--- src/rtl/autocorrelation.sv ---
// Tempo estimator: keeps the last N spectral-flux frames in a circular buffer.
// On a beat trigger it autocorrelates the frozen history over a beat-period lag
// window, selects the strongest lag and converts it to a clamped BPM value.
module autocorrelation #(
  parameter int W           = 16,
  parameter int N           = 64,
  parameter int MIN_BPM     = 60,
  parameter int MAX_BPM     = 120,
  parameter int UPPER_LAG   = 800,
  parameter int LOWER_LAG   = 300,
  parameter int SAMPLE_RATE = 12000,
  parameter int FRAME_SIZE  = 1024,
  parameter int STRIDE      = 1
) (
  input  logic         clk,
  input  logic         reset,
  input  logic         flux_valid,
  input  logic [W-1:0] flux_in,
  input  logic         beat_valid,
  output logic [15:0]  BPM_estimate,
  output logic         bpm_valid,
  output logic [1:0]   state_out
);

  // ---------------------------------------------------------------------------
  // Elaboration constants
  // ---------------------------------------------------------------------------
  localparam int AW           = $clog2(N);
  localparam int ACC_W        = 2*W + AW;
  localparam int HOP          = FRAME_SIZE / STRIDE;
  localparam int LOWER_LAG_FR = (LOWER_LAG * SAMPLE_RATE) / (1000 * HOP);
  localparam int UPPER_LAG_FR = (UPPER_LAG * SAMPLE_RATE) / (1000 * HOP);

  localparam logic [AW-1:0] LOW_L  = AW'(LOWER_LAG_FR);
  localparam logic [AW-1:0] UP_L   = AW'(UPPER_LAG_FR);
  localparam logic [AW-1:0] LAST_K = AW'(N - 1);
  localparam logic [AW-1:0] ONE_A  = AW'(1);
  localparam logic [AW:0]   FULL   = (AW+1)'(N);
  localparam logic [AW:0]   ONE_F  = (AW+1)'(1);
  localparam logic [31:0]   BPM_NUM = 32'(60 * SAMPLE_RATE);
  localparam logic [32:0]   HOP_W   = 33'(HOP);
  localparam logic [31:0]   MIN_W   = 32'(MIN_BPM);
  localparam logic [31:0]   MAX_W   = 32'(MAX_BPM);

  typedef enum logic [1:0] {
    IDLE = 2'd0,
    CORR = 2'd1,
    DIV  = 2'd2,
    DONE = 2'd3
  } state_t;

  state_t state_reg, state_next;

  // ---------------------------------------------------------------------------
  // Signals
  // ---------------------------------------------------------------------------
  logic [W-1:0]     mem [0:N-1];
  logic [AW-1:0]    wp_reg;
  logic [AW:0]      fill_reg, fill_next;
  logic             wr_en, start;

  // Read-address generation (lag / index counters)
  logic [AW-1:0]    lag_reg, k_reg;
  logic             issue_done_reg;
  logic             issue;
  logic [AW-1:0]    rd_addr_a, rd_addr_b;

  // Registered-read stage: operands plus tags describing where they came from
  logic [W-1:0]     a_reg, b_reg;
  logic             rd_valid_reg, rd_last_reg, rd_first_reg, rd_final_reg;
  logic [AW-1:0]    rd_lag_reg;

  // Accumulate / best-lag stage
  logic [ACC_W-1:0] acc_reg, acc_sum, best_val_reg;
  logic [AW-1:0]    best_lag_reg;
  logic             corr_end;

  // Restoring divider
  logic [31:0]      q_reg, q_next;
  logic [31:0]      rem_reg;
  logic [32:0]      rem_shift, divisor;
  logic             rem_ge;
  logic [4:0]       div_cnt_reg;
  logic             div_last;
  logic [15:0]      bpm_clamped;

  logic [15:0]      bpm_reg;
  logic             bpm_valid_reg;

  // ---------------------------------------------------------------------------
  // Combinational helpers: buffer control, addresses, MAC sum, divider step
  // ---------------------------------------------------------------------------
  always_comb begin
    wr_en     = (state_reg == IDLE) && flux_valid;
    fill_next = (wr_en && (fill_reg != FULL)) ? fill_reg + ONE_F : fill_reg;
    // A sample arriving with the trigger counts towards the full check, so it
    // is written first and included in the correlation.
    start     = (state_reg == IDLE) && beat_valid && (fill_next == FULL);

    issue     = (state_reg == CORR) && !issue_done_reg;
    // x[k] = buf[(wp+k) mod N]; N is a power of two so AW-bit wrap is the mod.
    rd_addr_a = wp_reg + k_reg;
    rd_addr_b = wp_reg + k_reg - lag_reg;

    acc_sum   = acc_reg + ACC_W'(a_reg) * ACC_W'(b_reg);
    corr_end  = rd_valid_reg && rd_last_reg && rd_final_reg;

    divisor   = 33'(best_lag_reg) * HOP_W;
    rem_shift = {rem_reg, q_reg[31]};
    rem_ge    = (rem_shift >= divisor);
    q_next    = {q_reg[30:0], rem_ge};
    div_last  = (div_cnt_reg == 5'd31);

    if (q_next < MIN_W) begin
      bpm_clamped = MIN_W[15:0];
    end else if (q_next > MAX_W) begin
      bpm_clamped = MAX_W[15:0];
    end else begin
      bpm_clamped = q_next[15:0];
    end
  end

  // State register
  always_ff @(posedge clk or negedge reset) begin
    if (!reset) begin
      state_reg <= IDLE;
    end else begin
      state_reg <= state_next;
    end
  end

  // Next-state logic
  always_comb begin
    state_next = state_reg;
    case (state_reg)
      IDLE:    if (start)    state_next = CORR;
      CORR:    if (corr_end) state_next = DIV;
      DIV:     if (div_last) state_next = DONE;
      DONE:                  state_next = IDLE;
      default:               state_next = IDLE;
    endcase
  end

  // History buffer storage with registered dual read (no reset on contents)
  always_ff @(posedge clk) begin
    if (wr_en) begin
      mem[wp_reg] <= flux_in;
    end
    a_reg <= mem[rd_addr_a];
    b_reg <= mem[rd_addr_b];
  end

  // Write pointer and saturating fill count; frozen outside IDLE
  always_ff @(posedge clk or negedge reset) begin
    if (!reset) begin
      wp_reg   <= '0;
      fill_reg <= '0;
    end else begin
      if (wr_en) begin
        wp_reg <= wp_reg + ONE_A;
      end
      fill_reg <= fill_next;
    end
  end

  // Lag/index sweep: k runs L..N-1 for each lag, lags ascend, one read pair per cycle
  always_ff @(posedge clk or negedge reset) begin
    if (!reset) begin
      lag_reg        <= '0;
      k_reg          <= '0;
      issue_done_reg <= 1'b0;
    end else if (start) begin
      lag_reg        <= LOW_L;
      k_reg          <= LOW_L;
      issue_done_reg <= 1'b0;
    end else if (issue) begin
      if (k_reg == LAST_K) begin
        if (lag_reg == UP_L) begin
          issue_done_reg <= 1'b1;
        end else begin
          lag_reg <= lag_reg + ONE_A;
          k_reg   <= lag_reg + ONE_A;
        end
      end else begin
        k_reg <= k_reg + ONE_A;
      end
    end
  end

  // Tags travelling alongside the registered read data
  always_ff @(posedge clk or negedge reset) begin
    if (!reset) begin
      rd_valid_reg <= 1'b0;
      rd_last_reg  <= 1'b0;
      rd_first_reg <= 1'b0;
      rd_final_reg <= 1'b0;
      rd_lag_reg   <= '0;
    end else begin
      rd_valid_reg <= issue;
      rd_last_reg  <= (k_reg == LAST_K);
      rd_first_reg <= (lag_reg == LOW_L);
      rd_final_reg <= (lag_reg == UP_L);
      rd_lag_reg   <= lag_reg;
    end
  end

  // Multiply-accumulate; at the end of each lag compare against the best so far.
  // Strictly-greater replacement keeps the smaller lag on ties.
  always_ff @(posedge clk or negedge reset) begin
    if (!reset) begin
      acc_reg      <= '0;
      best_val_reg <= '0;
      best_lag_reg <= '0;
    end else if (start) begin
      acc_reg <= '0;
    end else if (rd_valid_reg) begin
      if (rd_last_reg) begin
        acc_reg <= '0;
        if (rd_first_reg || (acc_sum > best_val_reg)) begin
          best_val_reg <= acc_sum;
          best_lag_reg <= rd_lag_reg;
        end
      end else begin
        acc_reg <= acc_sum;
      end
    end
  end

  // Restoring divider: 32 iterations of (60*SAMPLE_RATE) / (best_lag*HOP)
  always_ff @(posedge clk or negedge reset) begin
    if (!reset) begin
      q_reg       <= '0;
      rem_reg     <= '0;
      div_cnt_reg <= '0;
    end else if (corr_end) begin
      q_reg       <= BPM_NUM;
      rem_reg     <= '0;
      div_cnt_reg <= '0;
    end else if (state_reg == DIV) begin
      rem_reg     <= rem_ge ? 32'(rem_shift - divisor) : rem_shift[31:0];
      q_reg       <= q_next;
      div_cnt_reg <= div_cnt_reg + 5'd1;
    end
  end

  // Result register: updated on the final divide step so it is valid during DONE
  always_ff @(posedge clk or negedge reset) begin
    if (!reset) begin
      bpm_reg       <= '0;
      bpm_valid_reg <= 1'b0;
    end else begin
      bpm_valid_reg <= (state_reg == DIV) && div_last;
      if ((state_reg == DIV) && div_last) begin
        bpm_reg <= bpm_clamped;
      end
    end
  end

  assign BPM_estimate = bpm_reg;
  assign bpm_valid    = bpm_valid_reg;
  assign state_out    = state_reg;

endmodule

--- config.mk ---
export PLATFORM = sky130hd
export DESIGN_NAME = autocorrelation
export DESIGN_NICKNAME = d
export VERILOG_FILES = /design/src/rtl/autocorrelation.sv
export SDC_FILE = /design/constraint.sdc
export NUM_CORES = 2
export LEC_CHECK = 0
export ABC_CLOCK_PERIOD_IN_PS = 9900
export CAP_MARGIN = 10
export CELL_PAD_IN_SITES_DETAIL_PLACEMENT = 1
export CELL_PAD_IN_SITES_GLOBAL_PLACEMENT = 1
export CORE_MARGIN = 3
export CORE_UTILIZATION = 42
export CTS_CLUSTER_DIAMETER = 60
export DETAILED_ROUTE_END_ITERATION = 7
export GPL_TIMING_DRIVEN = 0
export HOLD_SLACK_MARGIN = 0.03
export PLACE_DENSITY_LB_ADDON = 0.1
export SYNTH_ARGS = -nofsm -noshare
export SYNTH_HDL_FRONTEND = slang
export SYNTH_SLANG_ARGS = --single-unit
--- constraint.sdc ---
create_clock -name clk -period 9.9 [get_ports clk]
set_input_delay 1.98 -clock clk [delete_from_list [all_inputs] [get_ports clk]]
set_output_delay 1.98 -clock clk [all_outputs]
set_load 0.02 [all_outputs]
==> impl_results.md <==
* Residual DRC count at 0
* Global-route wire length before repair at 316 mm
* Hold WC Path Type: flip-flop to flip-flop
* DP Wirelength at roughly 170 mm
* Clock Skews at 40.5 ps
* Synth Register Bits at between 1000 and 1500
* Ports at 39
* Clk_lat worst skew at about 800 ps
* Critical Path Fanout Max at 10
* WL final at 222 mm
* Worst-margin pin slew at 1320 ps
* Post-layout net count at 4835
* Post-CTS Setup Bufs at 0
* Syn. warnings at 0
* Routed WL per cell at 33.2 um
* Synth Flop Type: edfxtp_1
* Util after Layout at 0.486
* Synth Area per Inst at 16.4 sq um
* Tmin final at approximately 9400 ps
* CP endpoint kind: flip-flop
* Critical Path RT at 10570 ps
* CTS tree: yes
* GRT overflow at 0
* Final GP Congestion at 1.01
* Top achievable clock speed at ~0.11 GHz
* Library cells used by synthesis at approximately 70
* Crit start category: flip-flop
* Final period utilization at 0.952
* DP Area at 72300 sq um
* IO Port Bufs at 38
* Largest area contributor in the netlist: edfxtp_1
* Drt first pass iters at 5
* Worst path slowest cell: clkbuf_1
* Post-route setup slack at 480 ps
* Largest register FFs at 1024
* Rows at approximately 150
* GRT Overall Usage at 0.268
* Post-synth EDFFs at 1024
* Pre-CTS WS at -320 ps
* Vias/cell at 6.08
* Unrepaired setup endpoints after global routing: no
* Final ANT Viol Nets at 0
* Post-synth ARST share at 0.163
* Top-area cell type share of the netlist area at 0.455
* H-tree depth at 4
* Post-synthesis net count at ~4600
* Initial core utilization at 0.425
* Setup violations, final at 0
* CTS Root Cell: clkbuf_16
* Status: complete, no violations
* CTS Buf Count at 146
* Core ar. at 159000 sq um
* Dominant cells by area after synthesis: edfxtp_1 45%, mux4_2 22%, dfrtp_1 7.6%
* Layout cells sized above 1 at 0.251
* Layout area overhead at 14.3%
* Die area at 166000 sq um
* Fillers at 15000
* DR iter-0 viols at approximately 5200
* Slew margin rel. at 0.116
* Worst path most repeated cell: fa_1
* Vias post-DR at 40600
* Die Span Y at around 400 um
* Sequential fraction of the synthesis area at 0.541
* Clk slew on worst S/H paths at around 60 ps
* Die width at just over 400 um
* Storage element area at about 37000 sq um
* Clk buf depth at 3
* Antenna violations before repair at 23
* Pin count of the biggest net entering global routing at approximately 110
* Area occupied by multi-input gates at 28800 sq um
* Max incr delay on CP at 620 ps
* Vias in the first global route at 41300
* Design Area, Final at 77300 sq um
* Max-cap violations at 0
* Mapped cell area at 67600 sq um
* Critical path data arrival time at 10090 ps
* Crit Path Class: flip-flop to flip-flop
* Final Hold Fails at 0
* Clock sinks at 1262
* Synthesized instance count at 4127
* Pins Over Slew Limit at 0
* Setup TNS at 0 ps
## layout by cell type, fill, tap and decap left out, drive strengths merged, types with 39 or more instances in the layout
| cell type | netlist | final |
|---|---|---|
| edfxtp | 1024 | 1024 |
| mux4 | 656 | 656 |
| inv | 411 | 420 |
| clkbuf | 169 | 349 |
| fa | 229 | 229 |
| nand2 | 216 | 216 |
| dfrtp | 206 | 206 |
| buf | 66 | 178 |
| ha | 176 | 176 |
| nor2 | 159 | 159 |
| and2 | 135 | 135 |
| a21oi | 97 | 97 |
| mux2i | 67 | 67 |
| xnor2 | 55 | 55 |
| clkinv | 0 | 55 |
| o21ai | 54 | 54 |
| mux2 | 39 | 39 |
## worst max-delay path: cells and delay by family, from the launching register on
kind	cells	cell delay, ps
simple gates	8	2170
flops	1	450
fa+ha+maj	8	3210
mux	1	390
xor+xnor	1	370
compound gates	5	1090
buf+inv	7	1570
## area by class of cell
type / instances / share of cell area
flip-flops and latches: 1262 / 0.473
multi-input cells: 2219 / 0.373
clock buffers: 178 / 0.0500
well taps: 2146 / 0.0347
repair buffers: 135 / 0.0254
inverters: 411 / 0.0200
clock inverters: 85 / 0.0123
plain buffers: 235 / 0.0120
diodes: 5 / 0.000162
## stage by stage
| step | hold slack, ps | instances |
|---|---|---|
| 6_report | 468 | 6676 |
| 3_5_place_dp | 450 | 6399 |
| 5_1_grt | 485 | 6673 |
| 4_1_cts | 467 | 6662 |
| 2_1_floorplan | 412 | 4127 |
| 3_3_place_gp | 462 | 6311 |
## metal layers
metal	GRT usage	vias up	routed length [um]
met2	0.414	1903	103000
li1	-	16400	-
met3	0.0462	268	18600
met4	0.0900	4	8210
met5	0	-	23
met1	0.386	22000	92100
## final timing paths
check                      startpoint              end  slack [ps]  depth (start not counted)
setup / recovery             b_reg[5]  best_lag_reg[3]         480                         30
hold / removal             lag_reg[4]    rd_lag_reg[4]         470                          0
setup reg to reg             b_reg[5]  best_lag_reg[3]         480                         30
hold reg to reg            lag_reg[4]    rd_lag_reg[4]         470                          0
max in group asynchronous       reset  best_val_reg[9]        7550                          2
min in group asynchronous       reset  BPM_estimate[8]        1260                          1
## cells by family after synthesis
group / share of synthesized area
xor gates and xnor gates: 0.0109
AOI/OAI and AO/OA: 0.0284
DFF: 0.541
and+or+nand+nor: 0.0487
buffers and inverters: 0.0362
adders and majority gates: 0.100
muxes: 0.235
## cells in the mapped netlist, types with 9 or more instances
| cell type | instances |
|---|---|
| edfxtp_1 | 1024 |
| mux4_2 | 656 |
| inv_1 | 411 |
| fa_1 | 229 |
| nand2_1 | 216 |
| dfrtp_1 | 206 |
| ha_1 | 176 |
| clkbuf_1 | 169 |
| nor2_1 | 159 |
| and2_1 | 135 |
| a21oi_1 | 97 |
| mux2i_1 | 67 |
| xnor2_1 | 55 |
| buf_1 | 54 |
| o21ai_0 | 54 |
| mux2_2 | 39 |
| a22o_1 | 35 |
| a211oi_1 | 33 |
| dfxtp_1 | 32 |
| nand3_1 | 30 |
| xor2_1 | 29 |
| nor3_1 | 23 |
| nor2b_1 | 22 |
| a21o_1 | 18 |
| nor4_1 | 16 |
| nand4_1 | 14 |
| and3_1 | 11 |
| buf_2 | 10 |
| nand2b_1 | 9 |
| o21bai_1 | 9 |
## what timing repair did
| item | 4_1_cts | 5_1_grt |
|---|---|---|
| endpoints found under the setup margin | 44 | 44 |
| resized for setup | 4 | 36 |
| endpoints found under the hold margin | 0 | 0 |
| hold buffers | 0 | 0 |
Power is left out: the tool's default activity adds up to more than one toggle a clock period on the data nets, which glitch-free logic cannot reach.
